**config.mk**
```make
export PLATFORM = sky130hd
export DESIGN_NAME = layer_desc_fetch
export DESIGN_NICKNAME = d
export VERILOG_FILES = /design/src/rtl/layer_desc_fetch.sv
export SDC_FILE = /design/constraint.sdc
export NUM_CORES = 1
export LEC_CHECK = 0
export BUFFER_PORTS_ARGS = -buffer_cell sky130_fd_sc_hd__buf_2
export CORE_ASPECT_RATIO = 2
export CORE_MARGIN = 10
export CORE_UTILIZATION = 44
export CTS_BUF_LIST = sky130_fd_sc_hd__clkbuf_4 sky130_fd_sc_hd__clkbuf_8 sky130_fd_sc_hd__clkbuf_16
export CTS_CLUSTER_DIAMETER = 30
export DETAILED_ROUTE_END_ITERATION = 10
export GPL_ROUTABILITY_DRIVEN = 0
export GPL_TIMING_DRIVEN = 0
export PLACE_DENSITY = 0.72
export SLEW_MARGIN = 10
export SYNTH_ARGS = -nofsm -noshare
export SYNTH_HDL_FRONTEND = slang
export SYNTH_SLANG_ARGS = --single-unit
```
**constraint.sdc**
```tcl
create_clock -name clk -period 2.2 [get_ports clk]
set_input_delay 0.22 -clock clk [delete_from_list [all_inputs] [get_ports clk]]
set_output_delay 0.22 -clock clk [all_outputs]
set_load 0.005 [all_outputs]
```
**src/rtl/layer_desc_fetch.sv**
```systemverilog
// layer_desc_fetch: on each mailbox trigger, reads one 4-word layer descriptor
// from BRAM, offers it to the accelerator with valid/ready, waits for the
// layer to finish, then pulses change_based_address to advance the mailbox.
module layer_desc_fetch #(
  parameter logic [31:0] DESC_BASE  = 32'h4581_0000,
  parameter int unsigned NUM_LAYERS = 8,
  parameter int unsigned RD_LAT     = 2
) (
  input  logic        clk,
  input  logic        rst_n,
  input  logic        transfer_done,
  output logic        change_based_address,
  output logic        ram_clk,
  output logic        ram_rst,
  output logic        ram_en,
  output logic [3:0]  ram_we,
  output logic [31:0] ram_wd_data,
  output logic [31:0] ram_addr,
  input  logic [31:0] ram_rd_data,
  output logic        desc_valid,
  input  logic        desc_ready,
  output logic [31:0] desc_src,
  output logic [31:0] desc_dst,
  output logic [31:0] desc_len,
  output logic [31:0] desc_cfg,
  input  logic        layer_done,
  output logic [7:0]  layer_idx,
  output logic        busy,
  output logic        frame_done,
  output logic        err_overrun
);

  typedef enum logic [2:0] {S_IDLE, S_FETCH, S_OFFER, S_RUN, S_ADV} state_e;

  localparam logic [7:0] LAST_IDX = 8'(NUM_LAYERS - 1);

  state_e      state_q, state_d;
  logic        td_q;
  logic        pend_q, pend_d;
  logic        err_q, err_d;
  logic [31:0] desc_ptr_q, desc_ptr_d;
  logic [7:0]  layer_idx_q, layer_idx_d;
  logic [2:0]  fetch_cnt_q, fetch_cnt_d;
  logic        ram_en_q, ram_en_d;
  logic [31:0] ram_addr_q, ram_addr_d;
  logic [1:0]  ram_k_q, ram_k_d;
  logic [31:0] src_q, src_d, dst_q, dst_d, len_q, len_d, cfg_q, cfg_d;

  // Tag pipeline: word index travelling alongside each outstanding read.
  logic [RD_LAT-1:0] tag_vld_q;
  logic [1:0]        tag_k_q [RD_LAT];

  logic       trig;
  logic       cap_vld;
  logic [1:0] cap_k;

  assign trig    = transfer_done & ~td_q;
  assign cap_vld = tag_vld_q[RD_LAT-1];
  assign cap_k   = tag_k_q[RD_LAT-1];

  // Next-state, trigger bookkeeping, BRAM issue and descriptor capture.
  always_comb begin
    // NOTE: every _d gets its hold value first so no path can infer a latch.
    state_d     = state_q;
    pend_d      = pend_q;
    err_d       = err_q;
    desc_ptr_d  = desc_ptr_q;
    layer_idx_d = layer_idx_q;
    fetch_cnt_d = fetch_cnt_q;
    ram_en_d    = 1'b0;
    ram_addr_d  = ram_addr_q;
    ram_k_d     = ram_k_q;
    src_d       = src_q;
    dst_d       = dst_q;
    len_d       = len_q;
    cfg_d       = cfg_q;

    // A trigger while busy is buffered once; a second one is lost.
    if (trig && state_q != S_IDLE) begin
      if (pend_q) err_d = 1'b1;
      pend_d = 1'b1;
    end

    if (cap_vld) begin
      unique case (cap_k)
        2'd0: src_d = ram_rd_data;
        2'd1: dst_d = ram_rd_data;
        2'd2: len_d = ram_rd_data;
        2'd3: cfg_d = ram_rd_data;
      endcase
    end

    unique case (state_q)
      S_IDLE: begin
        if (trig || pend_q) begin
          state_d     = S_FETCH;
          pend_d      = 1'b0;
          fetch_cnt_d = 3'd0;
        end
      end
      S_FETCH: begin
        if (fetch_cnt_q != 3'd4) begin
          ram_en_d    = 1'b1;
          ram_addr_d  = desc_ptr_q + {28'd0, fetch_cnt_q[1:0], 2'b00};
          ram_k_d     = fetch_cnt_q[1:0];
          fetch_cnt_d = fetch_cnt_q + 3'd1;
        end
        if (cap_vld && cap_k == 2'd3) state_d = S_OFFER;
      end
      S_OFFER: begin
        if (desc_ready) state_d = S_RUN;
      end
      S_RUN: begin
        if (layer_done) state_d = S_ADV;
      end
      S_ADV: begin
        state_d = S_IDLE;
        if (layer_idx_q == LAST_IDX) begin
          layer_idx_d = 8'd0;
          desc_ptr_d  = DESC_BASE;
        end else begin
          layer_idx_d = layer_idx_q + 8'd1;
          desc_ptr_d  = desc_ptr_q + 32'd16;
        end
      end
      default: state_d = S_IDLE;
    endcase
  end

  // State and datapath registers.
  always_ff @(posedge clk or negedge rst_n) begin
    if (!rst_n) begin
      state_q     <= S_IDLE;
      td_q        <= 1'b0;
      pend_q      <= 1'b0;
      err_q       <= 1'b0;
      desc_ptr_q  <= DESC_BASE;
      layer_idx_q <= 8'd0;
      fetch_cnt_q <= 3'd0;
      ram_en_q    <= 1'b0;
      ram_addr_q  <= DESC_BASE;
      ram_k_q     <= 2'd0;
      src_q       <= '0;
      dst_q       <= '0;
      len_q       <= '0;
      cfg_q       <= '0;
    end else begin
      // NOTE: non-blocking assignments so every register samples pre-edge values.
      state_q     <= state_d;
      td_q        <= transfer_done;
      pend_q      <= pend_d;
      err_q       <= err_d;
      desc_ptr_q  <= desc_ptr_d;
      layer_idx_q <= layer_idx_d;
      fetch_cnt_q <= fetch_cnt_d;
      ram_en_q    <= ram_en_d;
      ram_addr_q  <= ram_addr_d;
      ram_k_q     <= ram_k_d;
      src_q       <= src_d;
      dst_q       <= dst_d;
      len_q       <= len_d;
      cfg_q       <= cfg_d;
    end
  end

  // Delay each issued read's tag by the BRAM latency.
  always_ff @(posedge clk or negedge rst_n) begin
    if (!rst_n) begin
      // NOTE: the tag array is tiny and its valid bits gate capture, so it is
      // reset with everything else to drop in-flight reads immediately.
      tag_vld_q <= '0;
      for (int i = 0; i < RD_LAT; i++) tag_k_q[i] <= 2'd0;
    end else begin
      tag_vld_q[0] <= ram_en_q;
      tag_k_q[0]   <= ram_k_q;
      for (int i = 1; i < RD_LAT; i++) begin
        tag_vld_q[i] <= tag_vld_q[i-1];
        tag_k_q[i]   <= tag_k_q[i-1];
      end
    end
  end

  assign ram_clk              = clk;
  assign ram_rst              = 1'b0;
  assign ram_we               = 4'b0000;
  assign ram_wd_data          = 32'd0;
  assign ram_en               = ram_en_q;
  assign ram_addr             = ram_addr_q;
  assign desc_valid           = (state_q == S_OFFER);
  assign desc_src             = src_q;
  assign desc_dst             = dst_q;
  assign desc_len             = len_q;
  assign desc_cfg             = cfg_q;
  assign change_based_address = (state_q == S_ADV);
  assign frame_done           = (state_q == S_ADV) && (layer_idx_q == LAST_IDX);
  assign layer_idx            = layer_idx_q;
  assign busy                 = (state_q != S_IDLE);
  assign err_overrun          = err_q;

endmodule

```
Word level (Yosys, flattened, before mapping)

Cells that the tools add are included.

Flip-flop bits (word level): 218
Latch bits: 0
RAM bits: 0
Bits in read-only memories: 0
Input port bits: 37
Memories: 0

Add/subtract/negate cells: 4
Multiply operators: 0
Divide/modulo/power cells: 0
$lt $le $gt $ge: 0
Equal/unequal tests: 14
Shift operators: 0
Muxes and demuxes: 15
Bitwise operators: 2
Reduce and logical (&&, ||, !) cells: 16

Operators with widths:

| kind                    | number |
|---|---|
| $add A32 B4 Y32         | 1 |
| $add A32 B5 Y32 const B | 1 |
| $mux W32                | 1 |
| $mux W3                 | 6 |
| $pmux W3 S4             | 1 |
| $reduce_and A2 Y1       | 6 |
| $add A8 B1 Y8 const B   | 1 |
| $eq A8 B3 Y1 const B    | 1 |
| $mux W8                 | 1 |
| $ne A2 B2 Y1 const B    | 4 |
| $eq A3 B2 Y1 const B    | 2 |
| $pmux W3 S2             | 1 |
| $mux W1                 | 5 |
| $eq A2 B2 Y1 const B    | 2 |
| $reduce_and A4 Y1       | 1 |
| $add A3 B1 Y3 const B   | 1 |
| $eq A3 B1 Y1 const B    | 1 |
| $eq A3 B3 Y1 const B    | 1 |
| $logic_and A1 B1 Y1     | 3 |
| $logic_not A3 Y1        | 1 |
| $ne A3 B3 Y1 const B    | 1 |
| $reduce_and A3 Y1       | 1 |
| $reduce_bool A3 Y1      | 1 |
| $eq A2 B1 Y1 const B    | 1 |
| other kinds (6)         | 6 |

Longest topological paths before layout

Depth in word-level cells: 6
Depth in mapped cells: 7

==> metrics.txt <==
status=completed; die footprint=about 27,000 um^2; Yosys warnings=0; Req. time, crit path=just under 2000 ps; Worst Hold Launch=desc_ready; floorplan row count=between 70 and 80; post-synthesis sequential area ratio=between 50% and 60%; TritonCTS clock tree=built; Die Y=221 um; Slew Limit Fails=0; Worst Hold Slack=33.2 ps; synth top area cells=dfrtp_1 (57%), mux2_2 (16%), buf_4 (3.5%); Setup CP Type=reg2out; WL per Instance=18.9 um; Final ANT Viol Nets=0; Final Cycle Share=a little over nine tenths; DRT Pass-1 Iters=4; IO Pins=between 200 and 250; Comb power frac=a little under a third; Leak=5.72 nW; initial antenna violation count=0; Nets=~1,100; Most used DFF post-synth=dfrtp_1; Post-synth EDFFs=0; worst skew pair latency=640 ps; arrival time worst endpoint=a little under 2000 ps; Clock power frac=roughly a third; grt total ovfl=0; final setup vio count=0; count leader, synth=dfrtp_1; Worst Hold Path EP=state_q[0]$_DFFE_PN0P_; Worst VDD drop=about 900 uV; CORE AREA=between 15,000 and 20,000 um^2; fill count=1,624; Power, Total=~17 mW; WHS Path Cells=4; Hold Vio Cnt, Final=0; share of layout cells above drive strength 1=46.7%; sequential group share of total power=between 30% and 40%; top cells by count, synth=dfrtp_1 (201), mux2_2 (128), nand2_1 (71), buf_4 (41), nor2_1 (30); total track usage=around 18%; Slew @ Worst Pin=roughly 800 ps; setup slack, reg-to-reg=roughly 80 ps; switch share=31.5%; die width=between 100 and 150 um; Via density=roughly 5; Reg2Reg Depth=5; max-cap violations=0; Total Routed Length=around 25,000 um; Syn Area/Cell=around 13 um^2; Synth Cell Area=a little under 9000 um^2; global-route wire length before repair=a little under 40,000 um; r2r endpoint=desc_ptr_q[30]$_DFFE_PN1P_; Crit. Startpoint=state_q[1]$_DFFE_PN0P_; largest net degree at the start of global routing=~110; worst clock skew=21.8 ps; Distinct cells, synth=49; fmax=463 MHz; Yosys reg bits=approximately 210; worst hold path class=in2reg; dominant cell type by area after synthesis=dfrtp_1; net switching power=around 5.3 mW; Mapped Cells=about 700; ANT cells=0; IO Port Bufs=209; crit path launch type=flip-flop; vias in the first global route=approximately 6,900; Worst-path clk slew=approximately 60 ps; area delta synth->final=36.4%; CP Max Fanout=14; Residual DRC=0; worst reg2reg path startpoint=state_q[1]$_DFFE_PN0P_; RSZ-0062 raised after global routing=yes; power per cell area=between 1000 and 1500 nW/um^2; FFs w/ async S/R, synth=100%; slew margin rel.=around 46%; Via Count=around 6,600; Final Critical Period=2160 ps; Initial Utilization=44.7%; share of the synthesized area in the top cell type=a little under three fifths; Final HPWL DP=~18,000 um; crit path capture type=output pin; Pint=11.5 mW; 1st-iter DRT viols=around 320
worst max-delay path, cell delays in order (launching register included):
cell	delay [ps]
dfrtp_2	410
or3b_4	430
clkinv_4	80
nand3_4	130
inv_8	150
buf_6	110
metrics by stage:
stage | std cells | util, % | worst slack (ps) | TNS [ps] | cell area [um^2]
finish | 1313 | 61.0 | 40.0 | 0 | 12100
global route | 1313 | 61.0 | -22.6 | -23.3 | 12100
CTS | 1312 | 60.8 | -62.0 | -62.0 | 12100
detailed placement | 1217 | 52.6 | -485 | -8140 | 10400
global placement | 1216 | 52.4 | -2630 | -545000 | 10400
floorplan | 745 | - | 159 | 0 | 9010
sequential cells by signal (all words and copies together), names as in the netlist:
signal / count
ram_addr: 30
cap_k: 2
ram_en: 1
tag_k_q: 2
desc_src: 32
err_overrun: 1
ram_k_q: 1
desc_dst: 32
state_q: 3
desc_len: 32
desc_cfg: 32
td_q: 1
desc_ptr_q: 28
layer_idx: 8
fetch_cnt_q: 3
tag_vld_q: 2
pend_q: 1
placed cells by master (no fill, tap or decap), types with 10 or more instances in the layout:
master,netlist,final
dlygate4sd3_1,0,35
buf_2,3,212
dfstp_2,10,10
inv_1,13,12
dfrtp_1,201,196
conb_1,1,40
buf_4,41,49
nand4_1,11,11
mux2_2,128,128
clkbuf_1,23,13
or4_1,12,12
nand3_1,15,13
a21oi_1,16,16
nor2_1,30,30
nand2_1,71,71
clkbuf_16,0,32
o21ai_0,25,25
o31ai_1,11,11
xnor2_1,17,17
cell type report:
class	instances	area (um^2)	area share, %
multi-input combinational	448	3300	27.3
clock buffer	34	820	6.78
sequential	211	5300	43.9
buffer	68	429	3.55
clock inverter	24	348	2.88
inverter	14	65.1	0.539
tap	262	328	2.71
timing repair buffer	252	1500	12.4
per-layer routing:
layer,global-route usage (%),part of all wire [%]
met5,0,0
met4,6.47,3.4
met3,4.16,5.7
met2,36.2,57
met1,17.7,34
power by group through the flow:
stage	Sequential, mW	Combinational, mW	Clock [mW]
floorplan	6.28	2.58	0.0295
detailed placement	6.21	5.26	0.0442
finish	6.16	5.27	5.37
global placement	6.16	5.11	0.0442
global route	6.33	5.74	5.67
CTS	6.15	5.40	5.49
cell families after synthesis:
family                     share of synthesized area, %
DFF                                                59.7
and+or+nand+nor                                    10.5
muxes                                              16.5
buffers and inverters                              5.51
AOI/OAI and AO/OA                                  4.72
xor gates and xnor gates                           2.27
adders and majority gates                         0.706
other                                            0.0423
timing repair:
| action | in CTS | in global routing |
|---|---|---|
| setup buffers | 5 | 3 |
| hold buffers | 35 | 0 |
| pin swaps | 1 | 3 |
| endpoints found under the setup margin | 54 | 28 |
| resized for setup | 29 | 12 |
| endpoints found under the hold margin | 234 | 0 |
how the worst max path moves through the flow:
| stage | to | slack, ps | depth (start not counted) |
|---|---|---|---|
| global placement | desc_src[3]$_DFFE_PN0P_ | -2630 | 1 |
| floorplan | desc_ptr_q[29]$_DFFE_PN0P_ | 160 | 6 |
| detailed placement | frame_done | -490 | 6 |
| finish | frame_done | 40 | 5 |
| CTS | frame_done | -60 | 6 |
| global route | frame_done | -20 | 5 |
Note: power is estimated with default switching activity, not from simulation.
